**src/rtl/score_cal_sad.sv**
```systemverilog
// score_cal_sad: two-stage SAD scorer for 5-element window pairs.
// Tracks the minimum score and its window index per frame, and reports the
// frame's best match with a one-cycle done pulse.
module score_cal_sad #(
    parameter int unsigned NUM_WIN = 16,
    parameter int unsigned IDX_W   = 4
) (
    input  logic             clk,
    input  logic             rst,
    input  logic             win_valid,
    input  logic [39:0]      data_out_a_all,
    input  logic [39:0]      data_out_b_all,
    input  logic             frame_clr,
    output logic [10:0]      score_out,
    output logic             score_valid,
    output logic [10:0]      best_score,
    output logic [IDX_W-1:0] best_idx,
    output logic             score_done,
    output logic             busy
);

    localparam int unsigned ELEM_N  = 5;
    localparam int unsigned ELEM_W  = 8;
    localparam int unsigned SCORE_W = 11;

    localparam logic [IDX_W-1:0]   LAST_IDX = IDX_W'(NUM_WIN - 1);
    localparam logic [SCORE_W-1:0] MIN_INIT = '1;

    // Stage-1 state
    logic [ELEM_W-1:0]  s1_diff [ELEM_N];
    logic [IDX_W-1:0]   s1_tag;
    logic               s1_valid;
    logic [IDX_W-1:0]   cnt;

    // Running frame minimum
    logic [SCORE_W-1:0] run_min;
    logic [IDX_W-1:0]   run_idx;

    // Combinational helpers
    logic [ELEM_W-1:0]  diff_c [ELEM_N];
    logic [SCORE_W-1:0] sum_c;
    logic               better_c;
    logic [SCORE_W-1:0] min_c;
    logic [IDX_W-1:0]   idx_c;
    logic               last_c;

    // Next-state values
    logic [IDX_W-1:0]   cnt_nxt;
    logic               s1_valid_nxt;
    logic               score_valid_nxt;
    logic               score_done_nxt;
    logic [SCORE_W-1:0] score_out_nxt;
    logic [SCORE_W-1:0] run_min_nxt;
    logic [IDX_W-1:0]   run_idx_nxt;
    logic [SCORE_W-1:0] best_score_nxt;
    logic [IDX_W-1:0]   best_idx_nxt;
    logic               busy_nxt;

    // Per-element absolute differences of the incoming window pair
    always_comb begin
        for (int k = 0; k < ELEM_N; k++) begin
            diff_c[k] = '0;
            if (data_out_a_all[ELEM_W*k +: ELEM_W] >= data_out_b_all[ELEM_W*k +: ELEM_W])
                diff_c[k] = data_out_a_all[ELEM_W*k +: ELEM_W] - data_out_b_all[ELEM_W*k +: ELEM_W];
            else
                diff_c[k] = data_out_b_all[ELEM_W*k +: ELEM_W] - data_out_a_all[ELEM_W*k +: ELEM_W];
        end
    end

    // Stage-2 sum and min-compare against the running frame minimum
    always_comb begin
        sum_c = '0;
        for (int k = 0; k < ELEM_N; k++)
            sum_c = sum_c + SCORE_W'(s1_diff[k]);
        better_c = (sum_c < run_min);
        min_c    = better_c ? sum_c  : run_min;
        idx_c    = better_c ? s1_tag : run_idx;
        last_c   = (s1_tag == LAST_IDX);
    end

    // Next-state logic; frame_clr drops everything in flight but keeps the last best
    always_comb begin
        cnt_nxt         = cnt;
        s1_valid_nxt    = 1'b0;
        score_valid_nxt = 1'b0;
        score_done_nxt  = 1'b0;
        score_out_nxt   = score_out;
        run_min_nxt     = run_min;
        run_idx_nxt     = run_idx;
        best_score_nxt  = best_score;
        best_idx_nxt    = best_idx;

        if (frame_clr) begin
            cnt_nxt     = '0;
            run_min_nxt = MIN_INIT;
            run_idx_nxt = '0;
        end else begin
            if (win_valid) begin
                s1_valid_nxt = 1'b1;
                cnt_nxt      = (cnt == LAST_IDX) ? '0 : cnt + IDX_W'(1);
            end
            if (s1_valid) begin
                score_valid_nxt = 1'b1;
                score_out_nxt   = sum_c;
                if (last_c) begin
                    best_score_nxt = min_c;
                    best_idx_nxt   = idx_c;
                    score_done_nxt = 1'b1;
                    run_min_nxt    = MIN_INIT;
                    run_idx_nxt    = '0;
                end else begin
                    run_min_nxt = min_c;
                    run_idx_nxt = idx_c;
                end
            end
        end

        busy_nxt = (cnt_nxt != '0) || s1_valid_nxt || score_valid_nxt;
    end

    // Control and result registers
    always_ff @(posedge clk or negedge rst) begin
        if (!rst) begin
            cnt         <= '0;
            s1_valid    <= 1'b0;
            score_valid <= 1'b0;
            score_done  <= 1'b0;
            score_out   <= '0;
            run_min     <= MIN_INIT;
            run_idx     <= '0;
            best_score  <= '0;
            best_idx    <= '0;
            busy        <= 1'b0;
        end else begin
            cnt         <= cnt_nxt;
            s1_valid    <= s1_valid_nxt;
            score_valid <= score_valid_nxt;
            score_done  <= score_done_nxt;
            score_out   <= score_out_nxt;
            run_min     <= run_min_nxt;
            run_idx     <= run_idx_nxt;
            best_score  <= best_score_nxt;
            best_idx    <= best_idx_nxt;
            busy        <= busy_nxt;
        end
    end

    // Stage-1 payload: differences and window tag, loaded with each accepted window
    always_ff @(posedge clk or negedge rst) begin
        if (!rst) begin
            for (int k = 0; k < ELEM_N; k++)
                s1_diff[k] <= '0;
            s1_tag <= '0;
        end else if (win_valid) begin
            for (int k = 0; k < ELEM_N; k++)
                s1_diff[k] <= diff_c[k];
            s1_tag <= cnt;
        end
    end

endmodule

```
**config.mk**
```make
export PLATFORM = sky130hd
export DESIGN_NAME = score_cal_sad
export DESIGN_NICKNAME = d
export VERILOG_FILES = /design/src/rtl/score_cal_sad.sv
export SDC_FILE = /design/constraint.sdc
export NUM_CORES = 1
export LEC_CHECK = 0
export CAP_MARGIN = 20
export CELL_PAD_IN_SITES_DETAIL_PLACEMENT = 1
export CELL_PAD_IN_SITES_GLOBAL_PLACEMENT = 2
export CORE_MARGIN = 3
export CORE_UTILIZATION = 37
export DETAILED_ROUTE_END_ITERATION = 16
export PLACE_DENSITY = 0.95
export SLEW_MARGIN = 5
export SYNTH_ARGS = -nofsm -noshare
export SYNTH_HDL_FRONTEND = slang
export SYNTH_SLANG_ARGS = --single-unit
```
**constraint.sdc**
```tcl
create_clock -name clk -period 9.7 [get_ports clk]
set_input_delay 0.97 -clock clk [delete_from_list [all_inputs] [get_ports clk]]
set_output_delay 0.97 -clock clk [all_outputs]
set_load 0.01 [all_outputs]
```
# Word level (Yosys, flattened, before mapping)
# Cells that the tools add are included.
# classes
add_sub_neg,15
magnitude_cmp,6
n_eq_ne,2
muxes,23
bitwise,1
n_reduce_logical,6
# ops
cell,n
$sub A8 B8 Y8,10
$mux W11,4
$ge A8 B8 Y1,5
$mux W8,5
$mux W4,7
$add A10 B8 Y11,1
$add A11 B8 Y11,1
$lt A11 B11 Y1,1
$add A9 B8 Y10,1
$add A8 B8 Y9,1
$eq A4 B4 Y1 const B,2
$mux W1,7
$add A4 B1 Y4 const B,1
$reduce_bool A4 Y1,1
$reduce_and A3 Y1,1
$logic_or A1 B1 Y1,2
$reduce_and A2 Y1,1
$reduce_bool A2 Y1,1
$not A1 Y1,1
# word_totals
regBits,93
inputBits,84
out_inout_bits,29
wordCells,69

# Depth between registers and ports, before layout
# logic_depth
depth_word,9
depth_mapped,22
depth_no_buf,20

# Worst setup path before layout
# OpenSTA, ideal clock, no wires.
# synth_timing
path_type,reg-to-reg
start,register s1_diff[2] (netlist name)
end,register best_score[8]
setup_ps,133
arrival_ps,4563
t_required_ps,9567
setup_slack_ps,5004
stages_incl_launch_ff,21
path_buffers,2
synth_period_minus_slack_ps,4696
cell_sequence,dfrtp_1 -> inv_1 -> fa_1 -> inv_1 -> fa_1 -> inv_1 -> fa_1 -> inv_1 -> ha_1 -> a211oi_1 -> nor2_1 -> nor2_1 -> ha_1 -> a21o_1 -> a21o_1 -> a221o_1 -> a21o_1 -> buf_6 -> buf_6 -> a22oi_1 -> o31ai_1
# synth_between
elab_chain_cells,3
# synth_rtl
element,line_no,rtl
"start, declared",30,logic [ELEM_W-1:0] s1_diff [ELEM_N];
"start signal, assigned by index",156,s1_diff[k] <= diff_c[k];
$add A11 B8 Y11,74,sum_c = sum_c + SCORE_W'(s1_diff[k]);
via sum_c[4],41,logic [SCORE_W-1:0] sum_c;
$lt A11 B11 Y1,75,better_c = (sum_c < run_min);
$mux W11,76,min_c = better_c ? sum_c : run_min;
"end signal, assigned",142,best_score <= best_score_nxt;
"end, declared",16,"output logic [10:0] best_score,"
# The timed path passes the listed nets, and every way through them passes these cells.
# A chain may end at the register's enable or synchronous reset.

# Worst setup path after layout
# layout_timing
start,register s1_diff[2] (netlist name)
end,register best_score[2]
# Same word-level chain as after synthesis.

==> impl_results.md <==
- Hold Crit Start: score_out[4]
- Placer congestion estimate: 0.816
- Resize count post-CTS: 0
- First-pass GRT wire length: 38,900 um
- Async S/R FF share, synth: 100%
- Final wirelength: 22,700 um
- Min-Delay Path Class: register to register
- Leakage Power: 5.04 nW
- Top_reg_cell synth: dfrtp_1
- CP Launch Point: s1_diff[2]
- CTS Buf Count: 9
- Sink Count: 93
- Total core area: 22,800 um2
- #FFs+latches synth: 93
- Sequential area share after synthesis: 27.0%
- Row Count: 55
- Flop pwr share: 18.4%
- Min-Delay Endpoint: score_out[4]
- Cells after Synth: 1,028
- Internal power: 1.45 mW
- Antenna viol nets, final: 0
- Max Root-Sink Buffers: 2
- Net Count, Synth: 1,242
- Pwr dens: 268 nW/um2
- Netlist cell types: 71
- Setup Viol. Count Final: 0
- H-tree level count: 3
- Startpoint Class: register
- DRT iter0 DRCs: 321
- Largest net degree at the start of global routing: 96
- DRC: 0
- Post-Syn Area: 8680 um2
- Switching fraction of total power: 48.0%
- MaxCap Viol Count: 0
- DRT Pass-1 Iters: 4
- Vias in the first global route: 7,970
- Worst Reg-to-Reg Cells: 20
- IO Count: 113
- Hold_buf cts: 0
- Initial Util: 38.0%
- Final Cycle Share: 56.6%
- CP endpoint kind: register
- Crit-path max FO: 17
- WP data arrival: 5740 ps
- Slew headroom: 37.1%
- Worst vdd ir: 226 uV
- Via count: 7,517
- Unrepaired setup endpoints after global routing: false
- Status: finished clean
- Root Driver: clkbuf_16
- Max-slew violations: 0
- Post-synth EDFFs: 0
- Worst slew pin tran: 944 ps
- Crit Path Class: register to register
- Mapped Avg Cell Area: 8.44 um2
- Final hold vios: 0
- Fraction of layout cells with a size suffix above 1: 4.72%
- Fillers: 2,785
- Min cycle time layout: 5490 ps
- Nets: 1,332
- Worst-path clk slew: 70 ps
- Initial antenna violation count: 0
- CTS tree: built
- Setup Skew: 8.79 ps
- Synth Warn #: 0
- Die area: 25,300 um2
- Antenna diodes: 0
- R2R Setup Slk: 4210 ps
- Gate power share: 67.6%
- DIE HEIGHT: 159 um
- Final Total Pwr: 2.78 mW
- Vias per cell: 5.23
- Commonest non-fill, non-tap cell in the layout: inv_1
- Total net switching power: 1.33 mW
- Wire per inst: 15.8 um
- Clk pwr share: 14.0%
- TNS Setup: 0 ps
- GRT Resource Usage Total: 18.1%
- Worst r2r dst: best_score[2]
- WHS Path Cells: 2
- Die Width: 159 um
- Crit path required time: 9950 ps
- P&R area growth vs syn: 19.4%
- GRT overflow: 0
- Max frequency: 0.182 GHz
- Detailed Place HPWL: 18,400 um
- Setup Fix Bufs, Post-CTS: 0
- Worst-Skew Late Latency: 360 ps
- RR Startpoint: s1_diff[2]
- Most frequent cells in the layout: inv_1, clkdlybuf4s50_1, ha_1
- I/O Buffers: 112
## logic make-up (layout without fill, tap and decap cells)
| kind of cell | count (synthesis) | count (layout) | synth area share [%] |
|---|---|---|---|
| xor gates and xnor gates | 9 | 9 | 0.909 |
| adders and majority gates | 130 | 130 | 21.6 |
| DFF | 93 | 93 | 27.0 |
| buffers and inverters | 205 | 300 | 9.20 |
| and+or+nand+nor | 301 | 301 | 17.5 |
| muxes | 32 | 32 | 3.81 |
| AOI/OAI and AO/OA | 258 | 258 | 20.0 |
## state kept, by name, summed over array words and instances (netlist names)
signal	cells
s1_diff	40
s1_valid	1
best_score	11
score_out	11
score_valid	1
best_idx	4
score_done	1
cnt	4
run_min	11
s1_tag	4
busy	1
run_idx	4
## power groups by stage
stage          clock (mW)  combinational [mW]  sequential [mW]
2_1_floorplan           0                1.33            0.515
3_3_place_gp            0                1.77            0.514
3_5_place_dp            0                1.86            0.518
4_1_cts             0.400                1.88            0.511
5_1_grt             0.415                2.14            0.519
6_report            0.389                1.88            0.510
## critical path, stage by stage (launching register included)
cell and delay [ps]:
dfrtp_1 320, inv_1 70, fa_1 530, inv_1 50, fa_1 500, inv_1 50, fa_1 550, inv_1 60
ha_1 300, a211oi_1 320, o21a_1 170, nor2_1 60, o22ai_1 170, xor2_1 350, inv_1 90, ha_1 300
nand2_1 50, nor2_1 280, a21o_1 710, mux2i_1 160, mux2_2 290
## layout make-up
class	instances	area, um2	area share, %
clock inverter	6	93.8	0.906
clock buffer	10	229	2.21
tap	313	392	3.78
multi-input combinational	730	5540	53.4
inverter	170	638	6.16
sequential	93	2340	22.6
timing repair buffer	114	1130	10.9
## routing by layer
| metal | up-vias | global-route usage (%) | part of all wire, % |
|---|---|---|---|
| li1 | 3712 | - | - |
| met5 | - | 0 | 0 |
| met1 | 3676 | 22.9 | 46 |
| met4 | 0 | 3.46 | 0.96 |
| met2 | 112 | 33.0 | 50 |
| met3 | 17 | 2.76 | 2.8 |
## cell usage after synthesis (7+ instances only)
library cell	count	share of area, %
nand3b_1	7	0.61
nand4_1	12	0.87
dfrtp_1	82	24
inv_1	169	7.3
o21ai_1	55	3.2
fa_1	33	7.6
nor3_1	37	2.1
mux2i_1	24	2.8
o21a_1	11	0.95
o2111ai_1	9	0.91
nand2b_1	14	1.0
nand2_1	80	3.5
nand3_1	16	0.92
clkbuf_1	26	1.1
a21o_1	26	2.2
nor2b_1	14	1.0
a21oi_1	56	3.2
o21ai_0	36	2.1
dfstp_2	11	3.3
o211ai_1	13	1.1
or3_1	17	1.2
and3_1	26	1.9
nor2_1	55	2.4
a211oi_1	10	0.87
ha_1	97	14
## how the worst max path moves through the flow
stage	to	slack, ps	cells past startpoint
final	best_score[2]	4210	20
after global routing	best_score[2]	3790	20
after CTS	best_score[2]	4170	18
after detailed placement	best_score[2]	4220	20
after global placement	best_score[2]	4360	20
after floorplan	best_score[8]	5000	20
## through the flow
| stage | hold WS [ps] | instances | setup WS, ps | cell area (um2) | utilization [%] |
|---|---|---|---|---|---|
| floorplan | 456 | 1028 | 5000 | 8680 | - |
| global placement | 458 | 1420 | 4360 | 10000 | 43.9 |
| detailed placement | 464 | 1420 | 4220 | 10000 | 43.9 |
| CTS | 481 | 1436 | 4170 | 10400 | 45.3 |
| global route | 515 | 1436 | 3790 | 10400 | 45.3 |
| finish | 479 | 1436 | 4210 | 10400 | 45.3 |
Note: power is estimated with default switching activity, not from simulation.
